**src/rtl/mem_ctrl_pkg.sv**
```systemverilog
// Shared encodings for the byte-serial memory controller: FSM states,
// access sizes and the I/O region decode.
package mem_ctrl_pkg;

  localparam int unsigned DATA_W = 32;

  typedef enum logic [1:0] {
    MC_IDLE,
    MC_IF_READ,
    MC_LSB_READ,
    MC_LSB_WRITE
  } mc_state_e;

  localparam logic [1:0] SIZE_B = 2'd0;
  localparam logic [1:0] SIZE_H = 2'd1;
  localparam logic [1:0] SIZE_W = 2'd2;

  localparam int unsigned IO_ADDR_HI = 17;
  localparam int unsigned IO_ADDR_LO = 16;

  // Illegal size 3 is treated as a word access.
  function automatic logic [2:0] size_len(input logic [1:0] size);
    case (size)
      SIZE_B:  return 3'd1;
      SIZE_H:  return 3'd2;
      default: return 3'd4;
    endcase
  endfunction

  function automatic logic is_io(input logic [DATA_W-1:0] addr);
    return addr[IO_ADDR_HI:IO_ADDR_LO] == 2'b11;
  endfunction

endpackage

```
**src/rtl/mem_ctrl.sv**
```systemverilog
// Byte-serial RAM/IO bus controller serving the instruction fetcher and the
// load/store buffer, with LSB priority, I/O write stalls and flush support.
module mem_ctrl
  import mem_ctrl_pkg::*;
(
  input  logic              clk,
  input  logic              reset,
  input  logic              rdy,
  input  logic              clear,
  input  logic [7:0]        mem_din,
  output logic [7:0]        mem_dout,
  output logic [DATA_W-1:0] mem_a,
  output logic              mem_wr,
  input  logic              io_buffer_full,
  input  logic              if_req,
  input  logic [DATA_W-1:0] if_addr,
  output logic              mc_if_done,
  output logic [DATA_W-1:0] instr_mc2if,
  input  logic              lsb_req,
  input  logic              lsb_wr,
  input  logic [DATA_W-1:0] lsb_addr,
  input  logic [1:0]        lsb_size,
  input  logic [DATA_W-1:0] lsb_wdata,
  output logic              mc_lsb_done,
  output logic [DATA_W-1:0] lsb_rdata
);

  mc_state_e         state_q, state_d;
  logic [2:0]        cnt_q, cnt_d;
  logic [2:0]        len_q, len_d;
  logic [DATA_W-1:0] base_q, base_d;
  logic [DATA_W-1:0] wdata_q, wdata_d;
  logic [DATA_W-1:0] asm_q, asm_d;
  logic [DATA_W-1:0] mem_a_q, mem_a_d;
  logic [7:0]        mem_dout_q, mem_dout_d;
  logic              mem_wr_q, mem_wr_d;
  logic              if_done_q, if_done_d;
  logic              lsb_done_q, lsb_done_d;
  logic [DATA_W-1:0] instr_q, instr_d;
  logic [DATA_W-1:0] rdata_q, rdata_d;

  logic [2:0]        k;
  logic [DATA_W-1:0] next_a;
  logic [DATA_W-1:0] asm_new;

  always_comb begin
    state_d    = state_q;
    cnt_d      = cnt_q;
    len_d      = len_q;
    base_d     = base_q;
    wdata_d    = wdata_q;
    asm_d      = asm_q;
    mem_a_d    = mem_a_q;
    mem_dout_d = mem_dout_q;
    mem_wr_d   = mem_wr_q;
    if_done_d  = 1'b0;
    lsb_done_d = 1'b0;
    instr_d    = instr_q;
    rdata_d    = rdata_q;

    k       = cnt_q + 3'd1;
    next_a  = base_q + DATA_W'(k);
    asm_new = asm_q;
    asm_new[{cnt_q[1:0], 3'b000} +: 8] = mem_din;

    case (state_q)
      MC_IDLE: begin
        // A client whose done pulse is still visible has not yet dropped its request.
        if (!clear) begin
          if (lsb_req && !lsb_done_q) begin
            base_d  = lsb_addr;
            len_d   = size_len(lsb_size);
            cnt_d   = '0;
            asm_d   = '0;
            wdata_d = lsb_wdata;
            mem_a_d = lsb_addr;
            if (lsb_wr) begin
              state_d    = MC_LSB_WRITE;
              mem_dout_d = lsb_wdata[7:0];
              mem_wr_d   = !(is_io(lsb_addr) && io_buffer_full);
            end else begin
              state_d  = MC_LSB_READ;
              mem_wr_d = 1'b0;
            end
          end else if (if_req && !if_done_q) begin
            state_d  = MC_IF_READ;
            base_d   = if_addr;
            len_d    = 3'd4;
            cnt_d    = '0;
            asm_d    = '0;
            mem_a_d  = if_addr;
            mem_wr_d = 1'b0;
          end
        end
      end

      MC_IF_READ, MC_LSB_READ: begin
        if (clear) begin
          state_d = MC_IDLE;
          cnt_d   = '0;
          mem_a_d = '0;
        end else begin
          asm_d = asm_new;
          cnt_d = k;
          if (k == len_q) begin
            state_d = MC_IDLE;
            cnt_d   = '0;
            mem_a_d = '0;
            if (state_q == MC_IF_READ) begin
              instr_d   = asm_new;
              if_done_d = 1'b1;
            end else begin
              rdata_d    = asm_new;
              lsb_done_d = 1'b1;
            end
          end else begin
            mem_a_d = next_a;
          end
        end
      end

      MC_LSB_WRITE: begin
        // A byte counts as committed only on an edge where mem_wr was actually driven.
        if (mem_wr_q) begin
          cnt_d = k;
          if (k == len_q) begin
            state_d    = MC_IDLE;
            cnt_d      = '0;
            mem_wr_d   = 1'b0;
            lsb_done_d = 1'b1;
          end else begin
            mem_a_d    = next_a;
            mem_dout_d = wdata_q[{k[1:0], 3'b000} +: 8];
            mem_wr_d   = !(is_io(next_a) && io_buffer_full);
          end
        end else begin
          mem_wr_d = !(is_io(mem_a_q) && io_buffer_full);
        end
      end

      default: state_d = MC_IDLE;
    endcase
  end

  always_ff @(posedge clk or posedge reset) begin
    if (reset) begin
      state_q    <= MC_IDLE;
      cnt_q      <= '0;
      len_q      <= '0;
      base_q     <= '0;
      wdata_q    <= '0;
      asm_q      <= '0;
      mem_a_q    <= '0;
      mem_dout_q <= '0;
      mem_wr_q   <= 1'b0;
      if_done_q  <= 1'b0;
      lsb_done_q <= 1'b0;
      instr_q    <= '0;
      rdata_q    <= '0;
    end else if (rdy) begin
      state_q    <= state_d;
      cnt_q      <= cnt_d;
      len_q      <= len_d;
      base_q     <= base_d;
      wdata_q    <= wdata_d;
      asm_q      <= asm_d;
      mem_a_q    <= mem_a_d;
      mem_dout_q <= mem_dout_d;
      mem_wr_q   <= mem_wr_d;
      if_done_q  <= if_done_d;
      lsb_done_q <= lsb_done_d;
      instr_q    <= instr_d;
      rdata_q    <= rdata_d;
    end
  end

  // While frozen the pending write byte stays registered and reappears with rdy.
  assign mem_wr      = mem_wr_q & rdy;
  assign mc_if_done  = if_done_q & rdy;
  assign mc_lsb_done = lsb_done_q & rdy;
  assign mem_a       = mem_a_q;
  assign mem_dout    = mem_dout_q;
  assign instr_mc2if = instr_q;
  assign lsb_rdata   = rdata_q;

endmodule

```
**config.mk**
```make
export PLATFORM = sky130hd
export DESIGN_NAME = mem_ctrl
export DESIGN_NICKNAME = d
export VERILOG_FILES = /design/src/rtl/mem_ctrl_pkg.sv /design/src/rtl/mem_ctrl.sv
export SDC_FILE = /design/constraint.sdc
export NUM_CORES = 1
export LEC_CHECK = 0
export BUFFER_PORTS_ARGS = -buffer_cell sky130_fd_sc_hd__buf_2
export CORE_UTILIZATION = 49
export CTS_BUF_LIST = sky130_fd_sc_hd__clkbuf_2
export DETAILED_ROUTE_END_ITERATION = 10
export GPL_TIMING_DRIVEN = 0
export PLACE_DENSITY_LB_ADDON = 0.1
export SLEW_MARGIN = 5
export SYNTH_ARGS = -nofsm -noshare
export SYNTH_HDL_FRONTEND = slang
export SYNTH_SLANG_ARGS = --single-unit
```
**constraint.sdc**
```tcl
create_clock -name clk -period 10.3 [get_ports clk]
set_clock_uncertainty 0.1 [all_clocks]
set_input_delay 2.06 -clock clk [delete_from_list [all_inputs] [get_ports clk]]
set_output_delay 2.06 -clock clk [all_outputs]
set_load 0.05 [all_outputs]
```
==> impl_metrics.env <==
export IMPL_yosys_warnings=0
export IMPL_grt_overflow_total=0
export IMPL_rsz0062_at_grt="no"
export IMPL_setup_tns_ns=0
export IMPL_die_w_um=145
export IMPL_yosysTopAreaCell="dfrtp_1"
export IMPL_cp_num_buf_inv=3
export IMPL_track_usage=0.262
export IMPL_dr_pass1_iters=6
export IMPL_design_area_um2=12000
export IMPL_synthFlopType="dfrtp_1"
export IMPL_p_total_mw=3.47
export IMPL_post_route_worst_setup_slack_ns=5.27
export IMPL_wl_um=27200
export IMPL_layout_nets=1390
export IMPL_ios=221
export IMPL_leakage_nw=5.90
export IMPL_worstSetupEndpointType="output port"
export IMPL_fp_dieH_um=145
export IMPL_cpPeakStageDelay_ns=0.29
export IMPL_critPathRequiredTime_ns=8.14
export IMPL_cpMaxStageDelayCell="clkbuf_1"
export IMPL_syn_nets=1120
export IMPL_cts_resized=0
export IMPL_antenna_left=0
export IMPL_synth_edff_count=0
export IMPL_crit_arrival_ns=2.87
export IMPL_htreeDepth=2
export IMPL_num_rows=52
export IMPL_final_common_cell="buf_2"
export IMPL_synth_top_area_share=0.525
export IMPL_dp_hpwl_um=19500
export IMPL_critPathKind="input port to output port"
export IMPL_die_area_um2=21100
export IMPL_clockBufferDepth=3
export IMPL_grt_pass1_wl_um=43600
export IMPL_cts_buffers_inserted=54
export IMPL_fin_hold_ws_ns=0.379
export IMPL_yosysSeqAreaShare=0.525
export IMPL_netlist_instances=993
export IMPL_powerDensity_nw_per_um2=289
export IMPL_cts_sinks=211
export IMPL_placed_cell_area_um2=11500
export IMPL_synth_async_sr_flop_share=1.00
export IMPL_status="finished, final reports clean"
export IMPL_vdd_drop_max_uv=139
export IMPL_cts_setup_buffers=0
export IMPL_cts_hold_buffers=0
export IMPL_hp_class="flop to flop"
export IMPL_crit_chain="buf_2 > clkbuf_1 > and2_1 > buf_2"
export IMPL_hold_viol_final=0
export IMPL_synth_xor_area_frac=0.0292
export IMPL_period_share=0.489
export IMPL_initial_core_util=0.499
export IMPL_fillers=1930
export IMPL_synth_mux_area_frac=0.0908
export IMPL_vias=8398
export IMPL_crit_top_cell="buf_2"
export IMPL_synth_distinct_cells=61
export IMPL_maxSlewViolCount=0
export IMPL_maxCapViolCount=0
export IMPL_port_buffer_count=212
export IMPL_netlist_area_um2=10100
export IMPL_drt_vias_per_instance=5.34
export IMPL_ys_ff_latch=211
export IMPL_path_clk_slew_ns=0.09
export IMPL_path_delay_family="buffers and inverters"
export IMPL_ys_top_cells_by_area="dfrtp_1 52%, nand2_1 5.0%, a21oi_1 4.5%"
export IMPL_synth_simple_gate_area_share=0.147
export IMPL_first_global_vias=8216
export IMPL_start_kind="input port"
export IMPL_drive_gt1_frac=0.290
export IMPL_fmax_mhz=199
export IMPL_worst_slew_pin_slew_ns=0.996
export IMPL_first_iter_violations=427
export IMPL_dp_cells=1477
export IMPL_synth_avg_cell_area_um2=10.1
export IMPL_yosys_area_share_adder=0.0169
export IMPL_cts_tree="built"
export IMPL_core_area_um2=20200
export IMPL_slew_headroom=0.331
export IMPL_synth_compound_area_share=0.155
export IMPL_antenna_found_initial=2
export IMPL_grt_max_degree=81
export IMPL_wl_per_cell_um=17.3
export IMPL_min_period_ns=5.03
export IMPL_stdcell_count=1574
export IMPL_clk_latency_ns=0.84
export IMPL_cp_max_fo=10
export IMPL_synth_top_family_by_area="compound AO/OA/AOI/OAI gates"
export IMPL_pre_cts_ws_ns=5.26
export IMPL_drc_errors=0
export IMPL_final_util=0.595
export IMPL_final_cell_mix="232 x buf_2, 211 x dfrtp_1, 134 x nand2_1, 91 x a21oi_1, 90 x o21ai_0"
export IMPL_area_growth_pct=19.1
export IMPL_cts_root_buf="clkbuf_2"
export IMPL_place_gp_congestion=0.850
export IMPL_setup_violations=0
-- per-layer routing --
metal | part of all wire | global-route usage | vias to the layer above | wire length, um
met5 | 0 | 0 | - | 0
met4 | 0.025 | 0.0963 | 0 | 686
met3 | 0.055 | 0.0462 | 55 | 1490
met2 | 0.48 | 0.428 | 268 | 13000
met1 | 0.44 | 0.351 | 4038 | 12000
li1 | - | - | 4037 | -
-- synth_stat cells, types with 2 or more instances --
| cell | number |
|---|---|
| dfrtp_1 | 211 |
| buf_4 | 4 |
| a21oi_1 | 91 |
| nand3_1 | 17 |
| nor3b_1 | 2 |
| mux2i_1 | 35 |
| o21ai_0 | 90 |
| buf_2 | 20 |
| and2_1 | 9 |
| a211oi_1 | 2 |
| a21o_1 | 3 |
| xor2_1 | 12 |
| and3_1 | 5 |
| xnor2_1 | 19 |
| o21a_1 | 4 |
| ha_1 | 12 |
| a21boi_0 | 2 |
| o21ai_1 | 6 |
| nand2_1 | 134 |
| nor4b_2 | 2 |
| nor2b_1 | 36 |
| a31oi_1 | 2 |
| nand2b_1 | 2 |
| buf_6 | 4 |
| o221ai_1 | 2 |
| a22o_1 | 32 |
| a22oi_1 | 3 |
| buf_1 | 14 |
| mux2_2 | 34 |
| mux4_2 | 8 |
| nand4_1 | 10 |
| nor2_1 | 80 |
| inv_1 | 15 |
| o22ai_1 | 6 |
| clkbuf_1 | 24 |
| nor3_1 | 15 |
| a2bb2oi_1 | 2 |
-- cell type report --
| cell class | instances | area (um2) | share of cell area |
|---|---|---|---|
| Multi-Input combinational cell | 701 | 4410 | 0.368 |
| Clock inverter | 18 | 75.1 | 0.00626 |
| Sequential cell | 211 | 5280 | 0.440 |
| Clock buffer | 77 | 385 | 0.0321 |
| Tap cell | 270 | 338 | 0.0282 |
| Buffer | 66 | 318 | 0.0265 |
| Antenna cell | 2 | 5.00 | 0.000417 |
| Timing Repair Buffer | 214 | 1120 | 0.0931 |
| Inverter | 15 | 63.8 | 0.00532 |
-- flip-flops by register name (all words and copies together), names as in the netlist, 3 cells and up --
| name | cells |
|---|---|
| asm_q | 32 |
| base_q | 32 |
| cnt_q | 3 |
| instr_mc2if | 32 |
| len_q | 3 |
| lsb_rdata | 32 |
| mem_a | 32 |
| mem_dout | 8 |
| wdata_q | 32 |
-- tightest hold or removal path, delay by kind of cell (launching register included) --
kind | cells | cell delay (ns)
flops | 1 | 0.35
compound gates | 1 | 0.06
simple gates | 1 | 0.04
-- final timing paths --
kind / from / to / slack (ns) / cells after the start
worst max register to register: cnt_q[1] / mem_a[29] / 6.76 / 11
worst min-delay path: instr_mc2if[28] / instr_mc2if[28] / 0.38 / 2
worst max-delay path: rdy / mc_if_done / 5.27 / 4
worst min register to register: instr_mc2if[28] / instr_mc2if[28] / 0.38 / 2
min in group asynchronous: reset / lsb_rdata[13] / 1.14 / 2
max in group asynchronous: reset / mem_a[8] / 8.21 / 3
-- power by group --
part / internal (mW) / switching (mW) / total (mW)
registers: 1.11 / 0.198 / 1.31
clock network: 0.201 / 0.350 / 0.551
logic: 0.505 / 1.10 / 1.60
total: 1.82 / 1.64 / 3.47
-- kinds of logic (layout without fill, tap and decap cells) --
logic type      Yosys count  count (layout)
simple gates            321             321
compound gates          258             258
flops                   211             211
buf+inv                  81             390
mux                      77              77
xor+xnor                 32              32
fa+ha+maj                13              13
other cells               0               2
Note: power is estimated with default switching activity, not from simulation.
